--- src/rtl/cordic_pkg.sv ---
// Shared constants for the CORDIC datapath: fold tags, angle scale and gain defaults.
package cordic_pkg;

  localparam logic [1:0] FOLD_NONE  = 2'b00;
  localparam logic [1:0] FOLD_NEG   = 2'b01;
  localparam logic [1:0] FOLD_ADDPI = 2'b10;
  localparam logic [1:0] FOLD_SUBPI = 2'b11;

  // Angles carry 2^ANGLE_FRAC units per radian.
  localparam int unsigned ANGLE_FRAC = 20;
  localparam int unsigned PI         = 3294199;
  localparam int unsigned PI_2       = 1647099;

  localparam int unsigned GW_DEF   = 17;
  localparam int unsigned FRAC_DEF = 16;
  localparam int unsigned GAIN_DEF = 39797;

endpackage

--- src/rtl/cordic_gain_mul.sv ---
// Signed multiply by a fixed positive gain, round half up, drop FRAC bits and saturate.
module cordic_gain_mul #(
  parameter int unsigned DW   = 32,
  parameter int unsigned GW   = 17,
  parameter int unsigned FRAC = 16,
  parameter int unsigned GAIN = 39797
) (
  input  logic [DW-1:0] val_i,
  output logic [DW-1:0] res_o
);

  localparam int unsigned PW = DW + GW + 1;

  // Gain held as a non-negative GW+1 bit signed operand.
  localparam logic signed [GW:0]   GOP = (GW + 1)'(GAIN);
  localparam logic signed [PW-1:0] RND = PW'(1) << (FRAC - 1);
  localparam logic signed [PW-1:0] HI  = PW'({1'b0, {(DW - 1){1'b1}}});
  localparam logic signed [PW-1:0] LO  = ~HI;

  logic signed [PW-1:0] ext;
  logic signed [PW-1:0] prod;
  logic signed [PW-1:0] shf;

  always_comb begin
    ext  = PW'($signed(val_i));
    prod = ext * PW'(GOP);
    shf  = (prod + RND) >>> FRAC;
    if (shf > HI) begin
      res_o = HI[DW-1:0];
    end else if (shf < LO) begin
      res_o = LO[DW-1:0];
    end else begin
      res_o = shf[DW-1:0];
    end
  end

endmodule

--- src/rtl/cordic_post.sv ---
// CORDIC output stage: undo quadrant fold (S1), then gain compensation (S2), valid/ready pipelined.
module cordic_post #(
  parameter int unsigned DW   = 32,
  parameter int unsigned GW   = cordic_pkg::GW_DEF,
  parameter int unsigned FRAC = cordic_pkg::FRAC_DEF,
  parameter int unsigned GAIN = cordic_pkg::GAIN_DEF,
  parameter int unsigned PI   = cordic_pkg::PI
) (
  input  logic          clk,
  input  logic          rst,
  input  logic          i_valid,
  output logic          i_ready,
  input  logic [1:0]    i_fold,
  input  logic [DW-1:0] x_i,
  input  logic [DW-1:0] y_i,
  input  logic [DW-1:0] z_i,
  output logic          o_valid,
  input  logic          o_ready,
  output logic [DW-1:0] x_o,
  output logic [DW-1:0] y_o,
  output logic [DW-1:0] z_o
);

  import cordic_pkg::*;

  localparam logic [DW-1:0] SMAX = {1'b0, {(DW - 1){1'b1}}};
  localparam logic [DW-1:0] SMIN = {1'b1, {(DW - 1){1'b0}}};
  localparam logic [DW-1:0] ZPI  = DW'(PI);

  function automatic logic [DW-1:0] neg_sat(input logic [DW-1:0] v);
    return (v == SMIN) ? SMAX : -v;
  endfunction

  logic          s1_v;
  logic [DW-1:0] s1_x, s1_y, s1_z;
  logic [DW-1:0] fx, fy, fz;
  logic [DW-1:0] gx, gy;
  logic          s1_en, s2_en;

  assign s2_en   = ~o_valid | o_ready;
  assign s1_en   = ~s1_v | s2_en;
  assign i_ready = s1_en;

  always_comb begin
    fx = x_i;
    fy = y_i;
    fz = z_i;
    case (i_fold)
      FOLD_NEG: begin
        fx = neg_sat(x_i);
        fy = neg_sat(y_i);
      end
      // Angle corrections wrap modulo 2^DW on purpose.
      FOLD_ADDPI: fz = z_i + ZPI;
      FOLD_SUBPI: fz = z_i - ZPI;
      default: ;
    endcase
  end

  cordic_gain_mul #(
    .DW  (DW),
    .GW  (GW),
    .FRAC(FRAC),
    .GAIN(GAIN)
  ) u_gain_x (
    .val_i(s1_x),
    .res_o(gx)
  );

  cordic_gain_mul #(
    .DW  (DW),
    .GW  (GW),
    .FRAC(FRAC),
    .GAIN(GAIN)
  ) u_gain_y (
    .val_i(s1_y),
    .res_o(gy)
  );

  always_ff @(posedge clk) begin
    if (rst) begin
      s1_v    <= 1'b0;
      s1_x    <= '0;
      s1_y    <= '0;
      s1_z    <= '0;
      o_valid <= 1'b0;
      x_o     <= '0;
      y_o     <= '0;
      z_o     <= '0;
    end else begin
      if (s1_en) begin
        s1_v <= i_valid;
        if (i_valid) begin
          s1_x <= fx;
          s1_y <= fy;
          s1_z <= fz;
        end
      end
      if (s2_en) begin
        o_valid <= s1_v;
        if (s1_v) begin
          x_o <= gx;
          y_o <= gy;
          z_o <= s1_z;
        end
      end
    end
  end

endmodule

--- config.mk ---
export PLATFORM = sky130hd
export DESIGN_NAME = cordic_post
export DESIGN_NICKNAME = d
export VERILOG_FILES = /design/src/rtl/cordic_pkg.sv /design/src/rtl/cordic_gain_mul.sv /design/src/rtl/cordic_post.sv
export SDC_FILE = /design/constraint.sdc
export NUM_CORES = 2
export LEC_CHECK = 0
export CORE_AREA = 2 2 304 306
export CTS_CLUSTER_DIAMETER = 50
export DETAILED_ROUTE_END_ITERATION = 7
export DIE_AREA = 0 0 306 308
export PLACE_DENSITY = 0.56
export SLEW_MARGIN = 5
export SYNTH_ARGS = -nofsm -noshare
export SYNTH_HDL_FRONTEND = slang
export SYNTH_SLANG_ARGS = --single-unit
--- constraint.sdc ---
create_clock -name clk -period 8.5 [get_ports clk]
set_input_delay 1.7 -clock clk [delete_from_list [all_inputs] [get_ports clk]]
set_output_delay 1.7 -clock clk [all_outputs]
set_load 0.05 [all_outputs]
# Yosys cells after proc, flatten, opt, wreduce, memory -nomap -nowiden

Index checks and enable logic that the tools add are counted.

Bitwise gates (word level): 4
Order comparisons: 4
Equal/unequal tests: 5
Multiplexer cells: 9
Reductions and logical operators: 2
Multipliers: 2
$add $sub $neg: 6

Operator list:

| operator                                                      | count |
|---|---|
| two-way mux 32 bit                                            | 8 |
| adder 49 x 17 -> 50 bit (second input constant)               | 2 |
| multiplier 32 x 17 -> 49 bit (second input constant)          | 2 |
| > comparator 34 x 32 -> 1 bit (second input constant)         | 2 |
| less-than comparator 34 x 32 -> 1 bit (second input constant) | 2 |
| == test 32 bit (second input constant)                        | 2 |
| negation 32 bit                                               | 2 |
| case mux 32 bit (2 select lines)                              | 1 |
| adder 32 x 22 -> 32 bit (second input constant)               | 1 |
| subtractor 32 x 22 -> 32 bit (second input constant)          | 1 |
| == test 2 bit (second input constant)                         | 2 |
| AND reduction 2 bit                                           | 2 |
| == test 2 x 1 -> 1 bit (second input constant)                | 1 |
| inverter 1 bit                                                | 2 |
| OR 1 bit                                                      | 2 |

Output and inout port bits: 98
Bits in registers: 194
Input port bits: 102

# Depth between registers and ports, before layout

Depth in word-level cells: 5
Mapped depth: 25

# Modules after synthesis

Synthesis repeated with hierarchy kept, for this count alone.

Cells, all modules: 3,636
Area, all modules: 32,218.4 sq um

Modules (own cells, without submodules):

| module                      | cells each | area each (sq um) | seq. area each (sq um) | times used |
|---|---|---|---|---|
| cordic_gain_mul at u_gain_y | 1,177      | 11,157.0          | 0.0                    | 1 |
| cordic_gain_mul at u_gain_x | 1,143      | 10,988.0          | 0.0                    | 1 |
| cordic_post                 | 1,316      | 10,073.4          | 3,883.7                | 1 |

# Least setup slack after synthesis

OpenSTA, ideal clock, no wires.

Path kind: register to register
Start point: reg s1_y[31]
End point: reg y_o[10]
Stages on the path, launching flop included: 24
Slack: 2.201 ns
Path buffers: 3
Arrival: 6.213 ns
Data required time: 8.414 ns
Path through: dfxtp_1 -> ha_1 -> fa_1 -> inv_1 -> fa_1 -> fa_1 -> fa_1 -> inv_1 -> fa_1 -> inv_1 -> ha_1 -> clkbuf_1 -> nand4_1 -> nor2_1 -> o2bb2ai_1 -> o21ai_0 -> o2bb2ai_1 -> o22ai_1 -> o211ai_1 -> and2_1 -> buf_2 -> buf_2 -> maj3_1 -> a211oi_1

Longest elaborated chain between the ends: 5
Elaborated cells on any way between the ends: 6
Those cells by class: 1 x add/sub; 1 x mul; 2 x order compare; 2 x mux

RTL lines:

| element                               | line                  | source |
|---|---|---|
| start, declared                       | cordic_post.sv:35     | `logic [DW-1:0] s1_x, s1_y, s1_z;` |
| start signal, assigned                | cordic_post.sv:95     | `s1_y <= fy;` |
| multiplier 32 x 17 -> 49 bit *        | cordic_gain_mul.sv:26 | `prod = ext * PW'(GOP);` |
| adder 49 x 17 -> 50 bit *             | cordic_gain_mul.sv:27 | `shf = (prod + RND) >>> FRAC;` |
| less-than comparator 34 x 32 -> 1 bit | cordic_gain_mul.sv:30 | `end else if (shf < LO) begin` |
| two-way mux 32 bit                    | cordic_gain_mul.sv:30 |  |
| two-way mux 32 bit *                  | cordic_gain_mul.sv:28 | `if (shf > HI) begin` |
| end signal, assigned                  | cordic_post.sv:103    | `y_o <= gy;` |
| end, declared                         | cordic_post.sv:20     | `output logic [DW-1:0] y_o,` |

Mark *: on every way between the ends. The rest lies on a longest branch, timed or not.
A chain may end at the register's enable or synchronous reset.

# Worst setup path in the final report

Start point: reg s1_x[5]
End point: reg x_o[19]

Longest elaborated chain between the ends: 5
Elaborated cells on any way between the ends: 6
Those cells by class: 1 x add/sub; 1 x mul; 2 x order compare; 2 x mux

RTL lines:

| element                               | line                  | source |
|---|---|---|
| start, declared                       | cordic_post.sv:35     |  |
| start signal, assigned                | cordic_post.sv:83     | `s1_x <= '0;` |
| start signal, assigned                | cordic_post.sv:94     | `s1_x <= fx;` |
| multiplier 32 x 17 -> 49 bit *        | cordic_gain_mul.sv:26 |  |
| adder 49 x 17 -> 50 bit *             | cordic_gain_mul.sv:27 |  |
| less-than comparator 34 x 32 -> 1 bit | cordic_gain_mul.sv:30 |  |
| two-way mux 32 bit                    | cordic_gain_mul.sv:30 |  |
| two-way mux 32 bit *                  | cordic_gain_mul.sv:28 |  |
| end signal, assigned                  | cordic_post.sv:102    | `x_o <= gx;` |
| end, declared                         | cordic_post.sv:19     | `output logic [DW-1:0] x_o,` |

Marked as above.

==> metrics <==
1st-iter DRT viols about 1,100; Arr. time, crit path 7.73 ns; area of the multi-input gates 24,100 µm²; xor/xnor share of the synthesized area 4.03%; number of max-cap violations 0; Max Transition Viols Final 0; Wirelength per Cell 18.4 µm; largest net degree at the start of global routing 82; Placed Instances 4,747; vias in the first global route roughly 25,000; reg-to-reg startpoint s1_x[5]; Boundary Pins 200; latest clock arrival within the worst-skew pair about 0.53 ns; hold_sp s1_z[3]; Routed WL 88.2 mm; port bufs 199; Synth top area share 31.3%; Hold Path Class flip-flop to flip-flop; Vias 23,377; total CTS buffers 17; count of final hold-check violations 0; Final nets 4,629; register bit total from synthesis 194; largest family of logic cells by synthesized area adder cells; top_reg_cell synth dfxtp_1; CTS Buffer Depth 2; Worst Hold End z_o[3]; outcome finished clean; share of cells above drive strength 1 3.01%; crit path kind flip-flop to flip-flop; Post-synth top cells 822 x inv_1, 493 x fa_1, 454 x ha_1; mapped cell area around 32,000 µm²; post-synthesis compound-gate area fraction a little over an eighth; root buf cell clkbuf_16; Synth Area in Adders 50.8%; clock sink count 194; Critical Path Sink Type flip-flop; Core Area 91,000 µm²; max_slew headroom 27.7%; worst-path fanout max 17; row cnt 111; maximum clock frequency around 0.14 GHz; DR vias/cell 4.89; Finish-stage setup viols 0; Antenna Violating Nets Remaining 0; total track usage 19.6%; layout overhead on the synthesized area 12.1%; antenna violations before repair 8; DRC Markers 0; fin area 35,300 µm²; RSZ-0062 raised after global routing no; DP HPWL around 74 mm; Mean Syn Cell Area roughly 9 µm²; Die X 306 µm; WP data required 8.95 ns; mux cell area share after synthesis less than 1%; post-route minimum period 7.28 ns; setup_tns 0 ns; async set-reset flop share out of synthesis 0%; Worst-path clk slew 0.10 ns; first-pass GRT wire length approximately 140 mm; Reg area 3890 µm²; reg2reg path depth 22; most common cell in the netlist inv_1; H-tree depth 4; GRT Residual Overflow 0; Placer Congestion 0.917; Resize count post-CTS 0; Post-CTS Setup Bufs 0; number of synthesized flops with an enable pin 0; Yosys warning count 0; biggest area consumer among synthesized cells fa_1; Placed Area 34,700 µm²; Post-Synthesis Cells 3,454; Hold Path Depth 2; simple-gate share of the synthesized area 8.10%; TritonRoute pass-1 iters 5; sequential cell area fraction in the yosys report 12.3%; skew final 0.0282 ns; Hold Buf Count CTS 0; FF-to-FF setup slack 1.22 ns; Tcrit/Tclk final 85.7%; Die ar. roughly 94,000 µm²; RR Endpoint x_o[19]; initial core utilization between 30% and 40%; layout filler cell count between 9,000 and 10,000; Distinct cells, synth 73; CTS tree built; Startpoint Class flip-flop; post-synth net total 4,503; overall die height 308 µm; Non-Filler Instances between 4,000 and 5,000; Worst Tran Pin Value 1.09 ns; synth top area cells fa_1 31%, ha_1 18%, dfxtp_1 12%
==> critical path, cell delays in order, from the launching register on <==
cell	delay, ns
dfxtp_1	0.55
ha_1	0.37
fa_1	0.51
inv_1	0.07
fa_1	0.53
inv_1	0.05
fa_1	0.50
fa_1	0.54
inv_1	0.05
fa_1	0.53
inv_1	0.04
ha_1	0.41
and4_1	0.26
and3_1	0.17
o211ai_1	0.13
a21oi_1	0.58
o21ai_1	0.28
nor2_1	0.17
and3b_1	0.31
buf_4	0.26
a21oi_1	0.53
o21ai_0	0.20
a21oi_1	0.17
==> per-layer routing <==
layer | wire (µm) | up-vias | track usage (%)
li1 | - | 11378 | -
met1 | 41300 | 11555 | 26.4
met2 | 40700 | 383 | 31.9
met3 | 5120 | 51 | 4.80
met4 | 969 | 10 | 3.56
met5 | 78 | - | 0
==> layout make-up <==
cell class,instances,share of cell area [%]
Multi-Input combinational cell,2328,68.3
Sequential cell,194,11.0
Inverter,823,8.75
Timing Repair Buffer,216,6.00
Tap cell,1186,4.20
Clock buffer,17,1.20
Clock inverter,15,0.514
Antenna cell,3,0.0213
==> worst max-delay path by stage <==
stage                         from  endpoint  slack [ns]  cells after the start
after detailed placement  s1_y[16]   y_o[29]        1.25                     21
after global routing       s1_y[9]   y_o[29]        0.69                     22
final                      s1_x[5]   x_o[19]        1.22                     22
after global placement    s1_y[16]   y_o[14]        1.33                     21
after CTS                 s1_y[16]   y_o[21]        1.20                     21
after floorplan           s1_y[31]   y_o[10]        2.20                     23
==> metrics by stage <==
step           setup slack [ns]  hold WS [ns]  utilization, %
3_3_place_gp               1.33         0.442            38.2
2_1_floorplan              2.20         0.420               -
4_1_cts                    1.20         0.459            38.8
5_1_grt                   0.693         0.482            38.8
3_5_place_dp               1.25         0.448            38.2
6_report                   1.22         0.453            38.8
==> cell families after synthesis <==
logic type      count (synthesis)
mux                            14
xor+xnor                      145
simple gates                  563
flops                         194
compound gates                614
buf+inv                       932
fa+ha+maj                     992
==> state kept, by name, indices dropped and copies added (netlist names) <==
register / cells
s1_v: 1
x_o: 32
o_valid: 1
z_o: 32
s1_y: 32
y_o: 32
s1_z: 32
s1_x: 32
==> placed cells by master, fill, tap and decap left out, types with 18 or more instances in the layout <==
cell             instances
nor2_1                 216
xor2_1                  72
a211oi_1               101
nor3_1                  33
inv_1                  822
nand3_1                 18
ha_1                   454
a21o_1                  63
nand2_1                170
a21oi_1                201
clkdlybuf4s50_1        197
a211oi_2                26
maj3_1                  45
fa_1                   493
dfxtp_1                192
o21ai_0                 83
xnor2_1                 73
Power is not shown: default switching activity piles up to over one toggle a cycle in this logic, so the estimate is an artifact.
